### src/rtl/uart_char_tx.sv
`timescale 1ns/1ps
`default_nettype none
// ============================================================================
// Module      : uart_char_tx
// Description : Turns one (col, row, char) screen-write request into the
//               4-byte UART command frame {col, row, char, 8'h0A} for the
//               VGA text console. Requests with out-of-range coordinates are
//               dropped locally and flagged on err_o, so they can never put
//               the console's frame counter out of step.
// Revision    : 1.0 - initial release
// ----------------------------------------------------------------------------
// Parameters:
//   CLKS_PER_BIT : clock cycles per UART bit (>= 2)
//   N_COL        : number of valid columns
//   N_ROW        : number of valid rows
// Ports:
//   clk_i        in   1  clock, rising edge
//   rstn_i       in   1  asynchronous active-low reset
//   req_valid_i  in   1  write request valid
//   req_ready_o  out  1  idle, a request can be accepted
//   col_i        in   7  target column
//   row_i        in   5  target row
//   char_i       in   7  ASCII code
//   tx_o         out  1  UART serial line (registered, idles high)
//   busy_o       out  1  frame in progress
//   err_o        out  1  one-cycle pulse on a rejected request
// Build option:
//   UART_TX_PARITY_EN : when defined, an even-parity bit is sent between the
//                       data bits and the stop bit (11 bits per byte).
// ============================================================================
module uart_char_tx #(
  parameter int CLKS_PER_BIT = 217,
  parameter int N_COL        = 80,
  parameter int N_ROW        = 30
) (
  input  logic       clk_i,
  input  logic       rstn_i,
  input  logic       req_valid_i,
  output logic       req_ready_o,
  input  logic [6:0] col_i,
  input  logic [4:0] row_i,
  input  logic [6:0] char_i,
  output logic       tx_o,
  output logic       busy_o,
  output logic       err_o
);

  localparam int c_BAUD_W = (CLKS_PER_BIT > 1) ? $clog2(CLKS_PER_BIT) : 1;
  localparam logic [c_BAUD_W-1:0] c_BAUD_LAST = c_BAUD_W'(CLKS_PER_BIT - 1);

  // Range limits widened by one bit so N_COL = 128 / N_ROW = 32 stay meaningful.
  localparam logic [7:0] c_N_COL = 8'(N_COL);
  localparam logic [5:0] c_N_ROW = 6'(N_ROW);

  localparam logic [2:0] c_IDLE   = 3'd0;
  localparam logic [2:0] c_START  = 3'd1;
  localparam logic [2:0] c_DATA   = 3'd2;
`ifdef UART_TX_PARITY_EN
  localparam logic [2:0] c_PARITY = 3'd3;
`endif
  localparam logic [2:0] c_STOP   = 3'd4;

  logic [2:0]          r_state;
  logic [2:0]          w_state_nxt;
  logic [c_BAUD_W-1:0] r_baud;
  logic [c_BAUD_W-1:0] w_baud_nxt;
  logic [2:0]          r_bit_idx;
  logic [2:0]          w_bit_idx_nxt;
  logic [1:0]          r_byte_idx;
  logic [1:0]          w_byte_idx_nxt;

  logic [6:0]          r_col;
  logic [4:0]          r_row;
  logic [6:0]          r_char;
  logic                r_tx;
  logic                r_err;

  logic                w_accept;
  logic                w_in_range;
  logic                w_bit_done;
  logic [7:0]          w_byte_nxt;
  logic                w_tx_nxt;

  assign w_accept   = req_valid_i && (r_state == c_IDLE);
  assign w_in_range = ({1'b0, col_i} < c_N_COL) && ({1'b0, row_i} < c_N_ROW);
  assign w_bit_done = (r_baud == c_BAUD_LAST);

  // --------------------------------------------------------------------------
  // State register, counters, captured request and registered outputs
  // --------------------------------------------------------------------------
  always_ff @(posedge clk_i or negedge rstn_i) begin
    if (!rstn_i) begin
      r_state    <= c_IDLE;
      r_baud     <= '0;
      r_bit_idx  <= '0;
      r_byte_idx <= '0;
      r_col      <= '0;
      r_row      <= '0;
      r_char     <= '0;
      r_tx       <= 1'b1;
      r_err      <= 1'b0;
    end else begin
      r_state    <= w_state_nxt;
      r_baud     <= w_baud_nxt;
      r_bit_idx  <= w_bit_idx_nxt;
      r_byte_idx <= w_byte_idx_nxt;
      r_tx       <= w_tx_nxt;
      r_err      <= w_accept && !w_in_range;
      if (w_accept && w_in_range) begin
        r_col  <= col_i;
        r_row  <= row_i;
        r_char <= char_i;
      end
    end
  end

  // --------------------------------------------------------------------------
  // Next-state and next-counter logic
  // --------------------------------------------------------------------------
  always_comb begin
    w_state_nxt    = r_state;
    w_baud_nxt     = r_baud;
    w_bit_idx_nxt  = r_bit_idx;
    w_byte_idx_nxt = r_byte_idx;

    case (r_state)
      c_IDLE: begin
        if (w_accept && w_in_range) w_state_nxt = c_START;
      end
      c_START: begin
        if (w_bit_done) w_state_nxt = c_DATA;
      end
      c_DATA: begin
        if (w_bit_done) begin
          // 3-bit index wraps 7 -> 0, ready for the next byte
          w_bit_idx_nxt = r_bit_idx + 3'd1;
          if (r_bit_idx == 3'd7) begin
`ifdef UART_TX_PARITY_EN
            w_state_nxt = c_PARITY;
`else
            w_state_nxt = c_STOP;
`endif
          end
        end
      end
`ifdef UART_TX_PARITY_EN
      c_PARITY: begin
        if (w_bit_done) w_state_nxt = c_STOP;
      end
`endif
      c_STOP: begin
        if (w_bit_done) begin
          if (r_byte_idx != 2'd3) begin
            w_byte_idx_nxt = r_byte_idx + 2'd1;
            w_state_nxt    = c_START;
          end else begin
            w_state_nxt = c_IDLE;
          end
        end
      end
      default: w_state_nxt = c_IDLE;
    endcase

    // Bit timer free-runs across byte boundaries so bytes abut with no gap;
    // everything is cleared whenever the FSM lands in IDLE.
    if (w_state_nxt == c_IDLE) begin
      w_baud_nxt     = '0;
      w_bit_idx_nxt  = '0;
      w_byte_idx_nxt = '0;
    end else if (r_state != c_IDLE) begin
      w_baud_nxt = w_bit_done ? '0 : r_baud + 1'b1;
    end
  end

  // --------------------------------------------------------------------------
  // Output logic. tx is computed from the *next* state so the registered
  // line already shows the start bit in the cycle after acceptance.
  // --------------------------------------------------------------------------
  always_comb begin
    case (w_byte_idx_nxt)
      2'd0:    w_byte_nxt = {1'b0, r_col};
      2'd1:    w_byte_nxt = {3'b000, r_row};
      2'd2:    w_byte_nxt = {1'b0, r_char};
      default: w_byte_nxt = 8'h0A;
    endcase

    case (w_state_nxt)
      c_START:  w_tx_nxt = 1'b0;
      c_DATA:   w_tx_nxt = w_byte_nxt[w_bit_idx_nxt];
`ifdef UART_TX_PARITY_EN
      c_PARITY: w_tx_nxt = ^w_byte_nxt;
`endif
      default:  w_tx_nxt = 1'b1;
    endcase

    req_ready_o = (r_state == c_IDLE);
    busy_o      = (r_state != c_IDLE);
    tx_o        = r_tx;
    err_o       = r_err;
  end

endmodule
`default_nettype wire

### config.mk
export PLATFORM = sky130hd
export DESIGN_NAME = uart_char_tx
export DESIGN_NICKNAME = d
export VERILOG_FILES = /design/src/rtl/uart_char_tx.sv
export SDC_FILE = /design/constraint.sdc
export NUM_CORES = 1
export LEC_CHECK = 0
export ABC_AREA = 1
export CORE_MARGIN = 4
export CORE_UTILIZATION = 25
export CTS_BUF_LIST = sky130_fd_sc_hd__clkbuf_4
export CTS_CLUSTER_DIAMETER = 120
export DETAILED_ROUTE_END_ITERATION = 6
export PLACE_DENSITY_LB_ADDON = 0.25
export SYNTH_ARGS = -nofsm -noshare
export SYNTH_HDL_FRONTEND = slang
export SYNTH_SLANG_ARGS = --single-unit
export TNS_END_PERCENT = 10
### constraint.sdc
create_clock -name clk_i -period 2.1 [get_ports clk_i]
set_clock_uncertainty 0.1 [all_clocks]
set_input_delay 0.42 -clock clk_i [delete_from_list [all_inputs] [get_ports clk_i]]
set_output_delay 0.42 -clock clk_i [all_outputs]
set_load 0.02 [all_outputs]
== After elaboration in Yosys (flattened, before gate mapping) ==
Cells that the tools add are included.
W data, S select, Z words.

* Flip-flop bits (word level): 37
* Output and inout bits: 4

* Add/sub/neg operators: 3
* Magnitude comparators: 3
* Equal/unequal tests: 10
* Mux-type cells: 21
* Reductions and logical operators: 10

{| class="wikitable"
|+ Operators by type and width
! operator !! count
|-
| $mux W3 || 8
|-
| $mux W8 || 3
|-
| $pmux W7 S3 || 1
|-
| $pmux W3 S4 || 1
|-
| $add A8 B1 Y8 const B || 1
|-
| $eq A8 B8 Y1 const B || 1
|-
| $mux W2 || 4
|-
| $lt A7 B7 Y1 const B || 1
|-
| $eq A3 B1 Y1 const B || 2
|-
| $eq A3 B2 Y1 const B || 2
|-
| $eq A3 B3 Y1 const B || 2
|-
| $logic_not A3 Y1 || 2
|-
| $lt A5 B5 Y1 const B || 1
|-
| $logic_and A1 B1 Y1 || 4
|-
| $lt A3 B4 Y1 const B || 1
|-
| $add A3 B1 Y3 const B || 1
|-
| $bmux W1 S3 || 1
|-
| $reduce_bool A3 Y1 || 1
|-
| $add A2 B1 Y2 const B || 1
|-
| $eq A2 B1 Y1 const B || 1
|-
| $eq A2 B2 Y1 const B || 1
|-
| $logic_not A2 Y1 || 1
|-
| $mux W1 || 2
|-
| $ne A2 B2 Y1 const B || 1
|-
| other kinds (3) || 3
|}

== Longest topological paths before layout ==
* Depth after elaboration: 12
* Gate-level depth with buffers: 18

== Worst setup path after synthesis ==
Ideal clock, no wire load.

* Kind: register to register
* Start point: reg r_baud[0]
* End point: reg r_tx (netlist: tx_o)
* Arrival time: 1,873 ps
* Required time: 1,932 ps
* Slack: 59 ps
* Cell stages (with the launch flop): 18
* Path buffers: 1
* Cells stage by stage: dfrtp_1 > inv_1 > ha_1 > nand3_2 > nor2_8 > nand2_2 > nor2_2 > nor2_2 > nand2_4 > buf_8 > nand4_1 > nand3_1 > nand2_1 > nand3_1 > nand2_1 > nand2_1 > nand2_1 > a21oi_2

* Cells in the longest elaborated chain, start to end: 10

{| class="wikitable"
|+ RTL lines
! what !! line !! text
|-
| from (decl) || 65 || <nowiki>logic [c_BAUD_W-1:0] r_baud;</nowiki>
|-
| from (signal assigned) || 104 || <nowiki>r_baud <= w_baud_nxt;</nowiki>
|-
| $eq A8 B8 Y1 * || 86 || <nowiki>assign w_bit_done = (r_baud == c_BAUD_LAST);</nowiki>
|-
| $mux W3 (on tied branches) || 152, 131, 134 ||
|-
| $pmux W3 S4 || 126 || <nowiki>case (r_state)</nowiki>
|-
| $logic_not A3 Y1 || 166 || <nowiki>if (w_state_nxt == c_IDLE) begin</nowiki>
|-
| $mux W2 || 166 ||
|-
| $eq A2 B2 Y1 (tied with other cells) || 180 || <nowiki>case (w_byte_idx_nxt)</nowiki>
|-
| $pmux W7 S3 || 180 ||
|-
| $bmux W1 S3 || 189 || <nowiki>c_DATA: w_tx_nxt = w_byte_nxt[w_bit_idx_nxt];</nowiki>
|-
| $mux W1 (implied by the code) || 189 ||
|-
| $pmux W1 S2 * || 187 || <nowiki>case (w_state_nxt)</nowiki>
|-
| named net w_tx_nxt || 82 || <nowiki>logic w_tx_nxt;</nowiki>
|-
| to (signal assigned) || 107 || <nowiki>r_tx <= w_tx_nxt;</nowiki>
|-
| to (decl) || 75 || <nowiki>logic r_tx;</nowiki>
|}

The timed path passes the listed nets; every way through them passes the cells marked *. The select of a mux whose other input is x is not followed.
A chain may end at the register's enable or synchronous reset.

== Worst setup path in the final report ==
Same ends and word-level chain as after synthesis.

==> out/summary.txt <==
Largest net degree at the start of global routing: 38
Synth Warn #: 0
Global-route wire length before repair: 7755 µm
Leakage power: 1.407 nW
Core box area: 0.007848 mm²
Failing checks: negative setup slack
Sequential power share: 0.389
Vias: 1,678
Port Buffers: 25
Clock root buffer: clkbuf_4
P_int: 0.001977 W
Clk pin slew, worst setup/hold paths: 0.12 ns
Synth top area share: 0.4388
Status: complete, but fails checks
Starting DRC count in detailed routing: 35
Max Cap Viol: 0
Initial antenna violation count: 0
Max rail drop VDD: 0.0003952 V
Die W: 98.63 µm
Switching power: 0.001090 W
Cell Area, Synth: 0.002053 mm²
Cells after Synth: 219
Minimum clock period after layout: 2.189 ns
Yosys cell types: 32
Total global routing overflow: 0
CP Launch Type: register
Switching portion of total power: 0.3554
Complex-gate fraction of the synthesized area: 0.05667
Worst path required time: 2.29 ns
Drt drc: 0
Share of the yosys chip area belonging to registers: 0.4516
CTS tree: done
Period utilization: 1.043
Area leader, netlist: dfrtp_1
Crit path kind: reg2reg
TritonCTS Buffers: 5
Die H: 98.63 µm
Pwr/cell area: 1052 mW/mm²
Fraction of layout cells with a size suffix above 1: 0.3924
H-tree levels: 2
Area share of and/or/nand/nor cells after synthesis: 0.2687
Routed WL per cell: 11.83 µm
Syn Nets: 245
Ports: 26
Clk_lat worst skew: 0.34 ns
Final worst-path setup slack: -0.08942 ns
Max Fanout on Critical Path: 5
Vias per cell: 4.303
Starting Density: 0.2616
Min-delay worst type: reg2reg
Clock power share: 0.166
Number of synthesized flops with an enable pin: 0
N_diodes: 0
Multiplexer share of the synthesized area: 0.1042
Placement row count: 32
DP Wirelength: 3470 µm
Clock buffer depth: 2
Power share of the combinational group: 0.445
Final nets: 313
GRT Overall Usage: 0.09897
Top cells by area, synth: dfrtp_1, mux2_2, nand2_1
Top cells by count, synth: nand2_1, dfrtp_1, inv_1
Final setup fails: 2
Synth Area in Adders: 0.02438
Area Growth Syn to Fin: 42.05%
Clk sink count: 37
Fin. Hold Viols: 0
Cell with the most instances after synthesis: nand2_1
1st-pass router iterations: 4
Synth Area in XOR/XNOR: 0.02559
RSZ-0062 raised after global routing: true
Hold Worst Slack: 0.4054 ns
Fraction of registers with async set/reset: 1.000
Most used DFF post-synth: dfrtp_1
Slew headroom: 0.7797
Fin. max-slew vios: 0
Arrival time of the worst setup path: 2.38 ns
Fin cells: 390
Dpl cells: 369
Antenna-violating nets left: 0
Flops & latches, synth: 37
Crit end category: register
Final-layout fill cell count: 834
Final Util: 0.3717
Largest family of logic cells by synthesized area: simple AND/OR/NAND/NOR gates
Slew of the pin with the lowest slew margin: 0.3305 ns
RePlAce Congestion: 0.8412
Fmax: 0.4567 GHz
Vias in the first global route: 1,655
Mean Syn Cell Area: 9.375 µm²
WL final: 4612 µm
Die area: 0.009727 mm²
[cell usage in the layout, fill, tap and decap left out, drive strengths merged]
cell type	instances
a21oi	6
buf	39
bufinv	1
clkbuf	6
clkdlybuf4s50	23
clkinv	2
dfrtp	36
dfstp	1
dlygate4sd2	1
dlygate4sd3	1
ha	4
inv	29
mux2	19
nand2	52
nand3	19
nand3b	1
nand4	8
nor2	16
nor3	7
o21ai	7
o22ai	4
xnor2	2
xor2	4
[power groups by stage]
stage | combinational (W) | sequential (W) | clock, W
finish | 0.00136 | 0.00119 | 0.000509
global route | 0.00153 | 0.00123 | 0.000554
CTS | 0.00124 | 0.00119 | 0.000529
detailed placement | 0.00117 | 0.00120 | 0
global placement | 0.00115 | 0.00120 | 0
floorplan | 0.000759 | 0.00115 | 0
[through the flow]
stage               power (W)  TNS (ns)  area (µm²)  setup WS [ns]
finish               0.003068   -0.1670        2917       -0.08942
global route         0.003314   -0.9932        2917        -0.2630
CTS                  0.002965   -0.4215        2781        -0.1325
detailed placement   0.002371    -6.347        2625        -0.4863
global placement     0.002351    -6.316        2625        -0.4803
floorplan            0.001905         0        2053        0.05887
[final timing paths]
check,start,endpoint,slack [ns],cells after the start
max in group asynchronous,rstn_i,tx_o,1.20,3
min in group asynchronous,rstn_i,r_char[3],0.45,3
worst min register to register,r_col[6],r_col[6],0.41,2
worst max-delay path,r_baud[0],tx_o,-0.09,18
worst min-delay path,r_col[6],r_col[6],0.41,2
worst max register to register,r_baud[0],tx_o,-0.09,18
[state kept, by name, indices dropped and copies added (netlist names)]
register and cells:
err_o 1, r_bit_idx 3, r_char 7, r_baud 8, r_byte_idx 2, tx_o 1, r_row 5, r_col 7
r_state 3
[cell type report]
type                       count  area, µm²  area share
sequential                    37      927.1      0.3179
timing repair buffer          64      591.8      0.2029
inverter                      30      115.1     0.03947
clock buffer                   6      45.04     0.01544
clock inverter                 2      33.78     0.01158
multi-input combinational    149       1076      0.3689
tap                          102      127.6     0.04376
[what timing repair did]
action                                 CTS  global route
pin swaps                                6            18
setup endpoints to repair               11            10
cloned                                   1             0
buffers inserted                         4             7
hold buffers                             1             0
endpoints found under the hold margin   36             0
gates resized for setup                  9            19
[per-layer routing]
metal  global-route usage  vias up  routed length, µm
met5                    0        -                  0
met4              0.03466        0                 47
met3              0.02194        4                188
met2               0.1570       30               2145
met1               0.1329      785               2231
li1                     -      859                  -
[critical path, cell delays in order (launching register included)]
cell and delay, ns:
dfrtp_1 0.41, inv_2 0.08, ha_4 0.15, nand3_4 0.08, nor2_8 0.16, buf_6 0.13, nand4_4 0.07, nand2_4 0.11
inv_4 0.04, o21ai_4 0.17, buf_6 0.13, nand2_2 0.03, nand2_1 0.05, nand2_1 0.05, nand2_1 0.05, nand2_1 0.04
nand2_1 0.08, a21oi_2 0.06, a21oi_2 0.13
[cell families after synthesis]
group           count (synthesis)
compound gates                 17
simple gates                  102
flops                          37
xor+xnor                        6
fa+ha+maj                       4
mux                            19
buf+inv                        34
Note: power is estimated with default switching activity, not from simulation.
